File: src/rtl/d2_uop_sequencer_pkg.sv
// Shared constants for the D2 micro-op sequencer and its index counter.
// Latency: n/a (declarations only).
// Backpressure: n/a (declarations only).
package d2_uop_sequencer_pkg;

  // Default width of the uop index: up to 2**UOP_W_DEF uops per instruction.
  localparam int UOP_W_DEF = 3;

  // D2 occupancy state. The state bit doubles as the D2 valid flag.
  localparam logic [0:0] ST_EMPTY = 1'b0;
  localparam logic [0:0] ST_BUSY  = 1'b1;

  // Index of the first uop of every instruction.
  localparam logic [UOP_W_DEF-1:0] UOP_IDX_ZERO = '0;

endpackage

File: src/rtl/d2_uop_counter.sv
// Micro-op index register with clear/increment and an at-or-past-last compare.
// Latency: idx updates on the clock edge after clr/inc; at_last is combinational on idx/last_idx.
// Backpressure: none of its own; the caller withholds inc to hold the index.
//
// Ports:
//   clk, rst_n   stage clock, asynchronous active-low clear
//   clr          synchronous clear to uop 0 (has priority over inc)
//   inc          advance to the next uop
//   last_idx     index of the final uop of the current instruction
//   idx          current uop index
//   at_last      idx >= last_idx
module d2_uop_counter
  import d2_uop_sequencer_pkg::*;
#(
  parameter int UOP_W = UOP_W_DEF
) (
  input  logic             clk,
  input  logic             rst_n,
  input  logic             clr,
  input  logic             inc,
  input  logic [UOP_W-1:0] last_idx,
  output logic [UOP_W-1:0] idx,
  output logic             at_last
);

  always_ff @(posedge clk or negedge rst_n) begin
    if (!rst_n) begin
      idx <= UOP_W'(UOP_IDX_ZERO);
    end else if (clr) begin
      idx <= UOP_W'(UOP_IDX_ZERO);
    end else if (inc) begin
      idx <= idx + UOP_W'(1);
    end
  end

  // >= rather than == so a last_idx that drops below the current index
  // mid-instruction still terminates the instruction instead of wrapping.
  assign at_last = (idx >= last_idx);

endmodule

File: src/rtl/d2_uop_sequencer.sv
// Decode-two sequencer: tracks D2 occupancy and steps the uop index, issuing one uop per cycle to AG.
// Latency: an instruction latched at edge N is presented to AG in cycle N+1; k uops take k unstalled cycles.
// Backpressure: AG_STALL/DEP_STALL hold the current uop; D1_STALL holds decode-one while uops remain.
//
// Ports:
//   CLK, RST          stage clock, asynchronous active-low reset
//   D1_V              decode-one offers an instruction
//   CS_UOP_LAST_IDX   final uop index of the D2 instruction (0 = single uop)
//   AG_STALL          AG cannot take a uop this cycle
//   DEP_STALL         operand dependency blocks the current uop
//   FLUSH             squash D2 contents
//   LD_D2_LATCH       load enable for the external D2 IR/EIP/CS latch
//   D1_STALL          hold decode-one outputs
//   D2_V_AG           uop presented to AG is valid
//   UOP_IDX           index of the presented uop
//   UOP_FIRST         presented uop is uop 0
//   UOP_LAST          presented uop is the final one
//   EIP_ADV           final uop issued; EIP may advance
module d2_uop_sequencer
  import d2_uop_sequencer_pkg::*;
#(
  parameter int UOP_W = UOP_W_DEF
) (
  input  logic             CLK,
  input  logic             RST,
  input  logic             D1_V,
  input  logic [UOP_W-1:0] CS_UOP_LAST_IDX,
  input  logic             AG_STALL,
  input  logic             DEP_STALL,
  input  logic             FLUSH,
  output logic             LD_D2_LATCH,
  output logic             D1_STALL,
  output logic             D2_V_AG,
  output logic [UOP_W-1:0] UOP_IDX,
  output logic             UOP_FIRST,
  output logic             UOP_LAST,
  output logic             EIP_ADV
);

  logic [0:0]       state_q;
  logic [0:0]       state_d;
  logic             v;
  logic [UOP_W-1:0] idx;
  logic             at_last;
  logic             last;
  logic             issue;
  logic             retire;
  logic             idx_clr;
  logic             idx_inc;

  assign v      = (state_q == ST_BUSY);
  assign last   = v & at_last;
  assign issue  = v & ~AG_STALL & ~DEP_STALL & ~FLUSH;
  assign retire = issue & last;

  // Any cycle that opens D2 to a new instruction also restarts the index.
  assign idx_clr = FLUSH | ~v | retire;
  assign idx_inc = issue & ~last;

  d2_uop_counter #(
    .UOP_W (UOP_W)
  ) u_counter (
    .clk      (CLK),
    .rst_n    (RST),
    .clr      (idx_clr),
    .inc      (idx_inc),
    .last_idx (CS_UOP_LAST_IDX),
    .idx      (idx),
    .at_last  (at_last)
  );

  always_comb begin
    state_d = state_q;
    if (FLUSH) begin
      state_d = ST_EMPTY;
    end else if (!v || retire) begin
      // Zero-bubble handoff: a retiring instruction is replaced in the same edge.
      state_d = D1_V ? ST_BUSY : ST_EMPTY;
    end
  end

  always_ff @(posedge CLK or negedge RST) begin
    if (!RST) begin
      state_q <= ST_EMPTY;
    end else begin
      state_q <= state_d;
    end
  end

  // AG_STALL deliberately leaves D2_V_AG high: AG takes the uop once it drops.
  assign D2_V_AG   = v & ~FLUSH & ~DEP_STALL;
  assign UOP_IDX   = idx;
  assign UOP_FIRST = v & (idx == UOP_W'(UOP_IDX_ZERO));
  assign UOP_LAST  = last;
  assign EIP_ADV   = retire;

  // Both latch control outputs are forced low while reset is held.
  assign LD_D2_LATCH = RST & idx_clr;
  assign D1_STALL    = RST & ~LD_D2_LATCH;

endmodule

File: config.mk
export PLATFORM = sky130hd
export DESIGN_NAME = d2_uop_sequencer
export DESIGN_NICKNAME = d
export VERILOG_FILES = /design/src/rtl/d2_uop_sequencer_pkg.sv /design/src/rtl/d2_uop_counter.sv /design/src/rtl/d2_uop_sequencer.sv
export SDC_FILE = /design/constraint.sdc
export NUM_CORES = 1
export LEC_CHECK = 0
export ABC_CLOCK_PERIOD_IN_PS = 3900
export BUFFER_PORTS_ARGS = -buffer_cell sky130_fd_sc_hd__buf_4
export CORE_AREA = 8 8 45 47
export CTS_BUF_LIST = sky130_fd_sc_hd__clkbuf_16
export DETAILED_ROUTE_END_ITERATION = 10
export DIE_AREA = 0 0 53 55
export GPL_TIMING_DRIVEN = 1
export HOLD_SLACK_MARGIN = 0.1
export PLACE_DENSITY_LB_ADDON = 0.15
export SLEW_MARGIN = 20
export SYNTH_ARGS = -nofsm -noshare
export SYNTH_HDL_FRONTEND = slang
export SYNTH_HIERARCHICAL = 1
export SYNTH_SLANG_ARGS = --single-unit
export TNS_END_PERCENT = 50
File: constraint.sdc
create_clock -name CLK -period 3.9 [get_ports CLK]
set_input_delay 0.195 -clock CLK [delete_from_list [all_inputs] [get_ports CLK]]
set_output_delay 0.195 -clock CLK [all_outputs]
set_load 0.1 [all_outputs]
Yosys cells after proc, flatten, opt, wreduce, memory -nomap -nowiden
Index checks and enable logic that the tools add are counted.
{ "op_classes": {"add_sub_neg": 1, "n_lt_le_gt_ge": 1, "mux": 5, "bitwise": 19, "n_reduce_logical": 5} }
{ "op_table": {"columns": ["cell", "n"], "rows": [
  ["bitwise AND 1 bit", 11],
  ["two-way mux 3 bit", 2],
  ["NOT 1 bit", 6],
  ["nonzero test 2 bit", 2],
  ["adder 3 x 1 -> 3 bit (second input constant)", 1],
  [">= comparator 3 bit", 1],
  ["zero test 3 bit", 1],
  ["two-way mux 1 bit", 3],
  ["OR 1 bit", 2],
  ["zero test 1 bit", 1],
  ["logical OR 1 bit", 1]
]} }
{ "totals": {"ff_bits": 4, "in_bits": 9, "out_inout_bits": 9, "word_cells": 33} }

Longest topological paths before layout
Gate-level depths: netlist of run 1.
{ "logic_depth": {"ltp_word": 9, "ltp_mapped": 7, "ltp_nobuf": 7} }

By module
Netlist of run 1, hierarchy kept.
{ "by_module_without_submodules": {"columns": ["mod", "instances", "cells_each", "area_per_inst_um2", "seq_area_each_um2"], "rows": [
  ["d2_uop_counter", 1, 21, 209.0, 75.1],
  ["d2_uop_sequencer", 1, 15, 120.1, 25.0]
]} }

Worst setup path after synthesis of run 1
Ideal clock, no wire load.
{ "synth_timing": {"path_kind": "reg2out", "start": "register u_counter.idx[1]", "end": "output port UOP_FIRST", "arrival_ns": 4.043, "required_ns": 3.705, "slack_ns": -0.338, "path_stages_with_launch": 2, "n_path_buf": 0, "cell_sequence": "dfrtp_1 nor4b_1"} }
{ "synth_between": {"elab_chain_len": 2} }
{ "synth_rtl": {"columns": ["item", "line_no", "source"], "rows": [
  ["from (decl)", "d2_uop_counter.sv:22", "output logic [UOP_W-1:0] idx,"],
  ["from (signal assigned)", "d2_uop_counter.sv:28", "idx <= UOP_W'(UOP_IDX_ZERO);"],
  ["from (signal assigned)", "d2_uop_counter.sv:30", "idx <= UOP_W'(UOP_IDX_ZERO);"],
  ["from (signal assigned)", "d2_uop_counter.sv:32", "idx <= idx + UOP_W'(1);"],
  ["zero test 3 bit", "d2_uop_sequencer.sv:93", "assign UOP_FIRST = v & (idx == UOP_W'(UOP_IDX_ZERO));"],
  ["bitwise AND 1 bit", "d2_uop_sequencer.sv:93", null],
  ["to (decl)", "d2_uop_sequencer.sv:35", "output logic UOP_FIRST,"]
]} }
No other way between the ends.

Worst setup path after layout of run 1
{ "layout_timing": {"start": "register u_counter.idx[0]", "end": "output port LD_D2_LATCH"} }
{ "layout_between": {"elab_chain_len": 5} }
{ "layout_rtl": {"columns": ["item", "line_no", "source"], "rows": [
  [">= comparator 3 bit", "d2_uop_counter.sv:38", "assign at_last = (idx >= last_idx);"],
  ["via at_last", "d2_uop_sequencer.sv:44", "logic at_last;"],
  ["bitwise AND 1 bit", "d2_uop_sequencer.sv:52", "assign last = v & at_last;"],
  ["bitwise AND 1 bit", "d2_uop_sequencer.sv:54", "assign retire = issue & last;"],
  ["OR 1 bit", "d2_uop_sequencer.sv:57", "assign idx_clr = FLUSH | ~v | retire;"],
  ["bitwise AND 1 bit", "d2_uop_sequencer.sv:98", "assign LD_D2_LATCH = RST & idx_clr;"],
  ["to (decl)", "d2_uop_sequencer.sv:31", "output logic LD_D2_LATCH,"]
]} }
The timed path passes the listed nets, and every way through them passes these cells.

==> results.toml, run 1 <==
[global_route]
top_usage_layer = "met2"
grt_pass1_wl_um = 1520
grt_use_met1_pct = 8.13
grt_max_degree = 7
grt_overflow_total = 0
grt_use_met2_pct = 9.96
grt_pass1_vias = 342
met3_usage_pct = 2.67
antenna_found_initial = 0
grtUsageTotal_pct = 6.91

[sta]
fin_crit_sh_pct = 63.5
rsz0062_at_grt = "no"
hold_slack_ps = 153
final_max_slew_viol_count = 0
relSlewSlack_pct = 62.0
setup_tns_ps = 0
hold_viol = 0
max_freq_mhz = 404
setup_viol = 0
worst_clock_skew_ps = 0.210
fin_crit_ps = 2480
worst_pin_slew_ps = 566

[floorplanning]
die_y_um = 55
coreArea_um2 = 1380
die_area_um2 = 2920
num_rows = 14
start_util_pct = 23.8
io_pins = 18
die_w_um = 53

[yosys]
syn_inst = 36
avgSynthCellArea_um2 = 9.14
ys_ff_latch = 4
syn_area_um2 = 329
synth-edff-count = 0
async_flop_share_pct = 100
syn-num-nets = 49
synth_ff_type = "dfrtp_1"
ys_warn_count = 6
synth_commonest_cells = "dfrtp_1, ha_1, inv_1"
synth_top_area_share_pct = 30.4
synth_top_area_cell = "dfrtp_1"
yosys.cell_types.count = 20
ys_seq_area_share_pct = 30.4
synth_area_leaders = "dfrtp_1, ha_1, nor4b_1"

[worst_hold_path]
hold_path.class = "input port to register"
min-delay-start = "FLUSH"
holdPathStages = 2
holdPathEnd = "state_q"

[layout]
diodes = 0
drive_above_1_share_pct = 40.4
area_delta_synth_final_pct = 72.6
final_nets = 72

[clock_network]
cts.clk_slew.worst_paths_ps = 30
ctsHtreeMaxLevel = 1
cts.root.buffer_cell = "clkbuf_16"
cts_buffers = 3
cts_resized = 0
cts_buffer_depth = 2
clk_latency_ps = 220
cts_sinks = 4
cts_tree = "done"

[power]
p_leak_nw = 0.283
powerDensity_nw_per_um2 = 431
vdd_ir_drop_max_v = 0.000291

[critical_path]
end_kind = "primary output"
worstReg2RegEnd = "u_counter/idx[1]"
worstSetupStartpointType = "register"
r2r-start = "u_counter/idx[2]"
crit_type = "register to primary output"
worstPathRequired_ps = 3700
r2r_slack_ps = 1890
reg2regPathDepth = 6
worstPathArrival_ps = 2280
critical_path.max_fanout = 5

[place]
numPortBuffers = 17
place_hpwl_um = 713
gp_congestion = 0.653

[detailed_routing]
avgViaCountPerCell = 4.34
drt_iter0_drc = 4
ant_nets = 0
dr.pass1.iters = 4
totalWireLength_um = 894
vias = 317
wl_per_cell_um = 12.2
drc = 0

[status]
status = "completed"

[run]
max_cap_violations = 0
## critical path: stages (launching register included)
cell	delay, ps
dfrtp_1	440
inv_1	70
ha_1	270
nor2b_1	40
o21ai_0	340
or3b_1	440
a21boi_1	160
buf_4	300
## worst max path at each step
stage	from	end	slack, ps	cells past startpoint
finish	u_counter/idx[0]	LD_D2_LATCH	1420	7
detailed placement	u_counter/idx[0]	LD_D2_LATCH	1650	7
floorplan	u_counter/idx[0]	LD_D2_LATCH	160	6
CTS	u_counter/idx[0]	LD_D2_LATCH	1400	7
global route	u_counter/idx[0]	LD_D2_LATCH	1210	7
global placement	u_counter/idx[0]	LD_D2_LATCH	1670	7
## cells in the final DEF, fill, tap and decap left out, types with 2 or more instances in the layout
cell type	count
nor2b_1	2
ha_1	4
nand2_1	2
nor3_1	2
dfrtp_1	4
nor2_1	3
inv_1	4
clkbuf_16	3
or3b_1	2
buf_4	17
## final cells by class
| cell class | count | area, um2 |
|---|---|---|
| fillers | 144 | 816 |
| clock buffers | 3 | 75.1 |
| well taps | 16 | 20.0 |
| flip-flops and latches | 4 | 100 |
| repair buffers | 18 | 138 |
| inverters | 4 | 15.0 |
| multi-input cells | 28 | 220 |
## sequential cells by signal (all words and copies together), names as in the netlist
name / cells
u_counter/idx: 3
state_q: 1
## per-layer routing
layer | vias up | wire length, um
met5 | - | 0
met4 | 0 | 0
met3 | 0 | 71
met2 | 7 | 445
met1 | 142 | 377
li1 | 168 | -
## kinds of logic (layout without fill, tap and decap cells)
family / count (synthesis) / count (layout) / share of synthesized area, %
AND/OR/NAND/NOR: 17 / 17 / 33.1
adder cells (fa/ha/maj): 4 / 4 / 15.2
multiplexers: 1 / 1 / 3.04
flip-flops: 4 / 4 / 30.4
buffers and inverters: 4 / 25 / 4.56
AO/OA/AOI/OAI: 5 / 5 / 11.0
XOR/XNOR: 1 / 1 / 2.66
## metrics by stage
step / setup slack (ps) / instances / cell area [um2] / total power [mW] / util, %
after CTS: 1400 / 73 / 568 / 0.249 / 41.0
final: 1420 / 73 / 568 / 0.245 / 41.0
after detailed placement: 1650 / 69 / 483 / 0.0859 / 34.9
after global placement: 1670 / 69 / 483 / 0.0859 / 34.9
after floorplan: 160 / 36 / 335 / 0.0719 / -
after global routing: 1210 / 73 / 568 / 0.252 / 41.0
## power breakdown
part	total, mW	switching (mW)	leakage [nW]	internal, mW
clock	0.159	0.0281	0.0370	0.131
combinational	0.0423	0.0285	0.192	0.0138
sequential	0.0435	0.000900	0.0545	0.0426
## what timing repair did
item | in CTS | in global routing
endpoints found under the hold margin | 4 | 0
setup buffers | 0 | 0
hold buffers | 1 | 0
setup endpoints to repair | 0 | 0
Power figures use the tool's default switching activity.
==> inputs of run 2 (changes only) <==
--- a/config.mk
+++ b/config.mk
@@ -5,7 +5,7 @@
 export SDC_FILE = /design/constraint.sdc
 export NUM_CORES = 1
 export LEC_CHECK = 0
-export ABC_CLOCK_PERIOD_IN_PS = 3900
+export ABC_CLOCK_PERIOD_IN_PS = 2200
 export BUFFER_PORTS_ARGS = -buffer_cell sky130_fd_sc_hd__buf_4
 export CORE_AREA = 8 8 45 47
 export CTS_BUF_LIST = sky130_fd_sc_hd__clkbuf_16
==> constraint.sdc (replaced) <==
create_clock -name CLK -period 2.2 [get_ports CLK]
set_input_delay 0.11 -clock CLK [delete_from_list [all_inputs] [get_ports CLK]]
set_output_delay 0.11 -clock CLK [all_outputs]
set_load 0.1 [all_outputs]
==> run 2 against run 1 <==
- sequential cell count unchanged
- clock power rose by 81%
- critical path depth down 1
- register-to-register slack got worse by 1500 ps
- clock-buffer cell count unchanged
- non-clock buffer count rose by 7
- critical endpoint unchanged
- largest cell class unchanged
- highest routed layer unchanged
==> results.toml, run 2 (same netlist as run 1, synthesis figures left out) <==
[layout]
largest_register_ffs = 3
final_nets = 79
top_register = "u_counter/idx"
nFillCells = 115
diodes = 0
top_regs = "u_counter/idx: 3 flops, state_q: 1 flops"
area_delta_synth_final_pct = 121
fin_area_um2 = 727
finalNonFillerCells = 81
mostFrequentLayoutCells = "buf_4, inv_1, nor2_1, clkbuf_16, dfrtp_4"
final_util_pct = 52.5
mostFrequentLayoutCell = "buf_4"
drive_above_1_share_pct = 61.5

[clock_network]
cts_sinks = 4
cts.clk_slew.worst_paths_ps = 30
cts.root.buffer_cell = "clkbuf_16"
cts_buffers = 3
cts_buffer_depth = 2
cts_tree = "done"
ctsHtreeMaxLevel = 1
clk_latency_ps = 220

[place]
place_ws_ps = 184
dpl_cell_area_um2 = 563
gp_congestion = 0.706
dp_cells = 70
place_hpwl_um = 773
numPortBuffers = 17

[detailed_routing]
wl_met1_um = 440
dr_wl_met3_um = 106
top_layer_used = "met3"
dr.pass1.iters = 1
drt_iter0_drc = 0
vias = 352
ant_nets = 0
drc = 0
wl_per_cell_um = 12.3
avgViaCountPerCell = 4.35
totalWireLength_um = 998
route.met2.wl_um = 452

[critical_path]
crit_type = "register to primary output"
end_kind = "primary output"
critical_path.max_fanout = 5
worstSetupStartpointType = "register"
r2r_slack_ps = 400
worstPathArrival_ps = 2010
worstPathRequired_ps = 2090

[status]
status = "completed"

[power]
clockPowerShare_pct = 63.1
powerDensity_nw_per_um2 = 629
p_int_mw = 0.346
netSwitchingFraction_pct = 24.4
p_leak_nw = 0.343
finalPower_mw = 0.457
switching_power_mw = 0.112
p_seq_share_pct = 16.9
combPwrFrac_pct = 20.0
vdd_ir_drop_max_v = 0.000460

[floorplanning]
start_util_pct = 23.8
die_w_um = 53
coreArea_um2 = 1380
io_pins = 18
die_area_um2 = 2920
num_rows = 14
die_y_um = 55

[sta]
max_freq_mhz = 471
setup_slack_ps = 77.8
setup_viol = 0
relSlewSlack_pct = 78.2
worst_clock_skew_ps = 0.864
worst_pin_slew_ps = 327
setup_tns_ps = 0
fin_crit_ps = 2120
fin_crit_sh_pct = 96.5
final_max_slew_viol_count = 0
hold_viol = 0
rsz0062_at_grt = "no"
hold_slack_ps = 170

[global_route]
grt_pass1_vias = 373
grt_max_degree = 7
antenna_found_initial = 0
grt_overflow_total = 0
grtUsageTotal_pct = 7.93
grt_pass1_wl_um = 1660

[run]
max_cap_violations = 0

[worst_hold_path]
hold_path.class = "input port to register"
==> run 2: worst paths after layout <==
path                             startpoint          endpoint  cells past startpoint
max reg2reg                u_counter/idx[2]  u_counter/idx[1]                      7
max                        u_counter/idx[2]       LD_D2_LATCH                      6
min in group asynchronous               RST  u_counter/idx[1]                      2
max in group asynchronous               RST  u_counter/idx[0]                      2
min                                    D1_V           state_q                      3
min reg2reg                         state_q           state_q                      2
==> run 2: timing repair <==
item	in CTS	in global routing
hold endpoints to repair	5	0
hold buffers	2	0
endpoints found under the setup margin	2	2
pin swaps	0	1
buffers inserted	0	5
resized for setup	4	2
==> run 2: final cells by class <==
type,instances,area (um2),area share [%]
multi-input cells,28,293,40.3
repair buffers,25,209,28.7
flip-flops and latches,4,111,15.3
clock buffers,3,75.1,10.3
well taps,16,20.0,2.75
inverters,4,15.0,2.07
clock inverters,1,3.75,0.516
==> run 2: routing by layer <==
metal,global-route usage (%),vias up
met5,0,-
met3,5.35,0
met1,8.52,156
met4,5.17,0
met2,11.1,13
li1,-,183
==> run 2: critical path, cell delays in order, from the launching register on <==
cell and delay [ps]:
dfrtp_4 490, ha_4 280, nand2_2 60, o21ai_4 150, or3b_4 430, a21boi_4 140
buf_6 230
==> run 2: power groups by stage <==
stage / Clock (mW) / Sequential (mW) / Combinational [mW]
finish: 0.288 / 0.0771 / 0.0916
global placement: 0 / 0.0783 / 0.0837
floorplan: 0 / 0.0786 / 0.0574
CTS: 0.296 / 0.0772 / 0.0907
detailed placement: 0 / 0.0783 / 0.0844
global route: 0.304 / 0.0775 / 0.0968
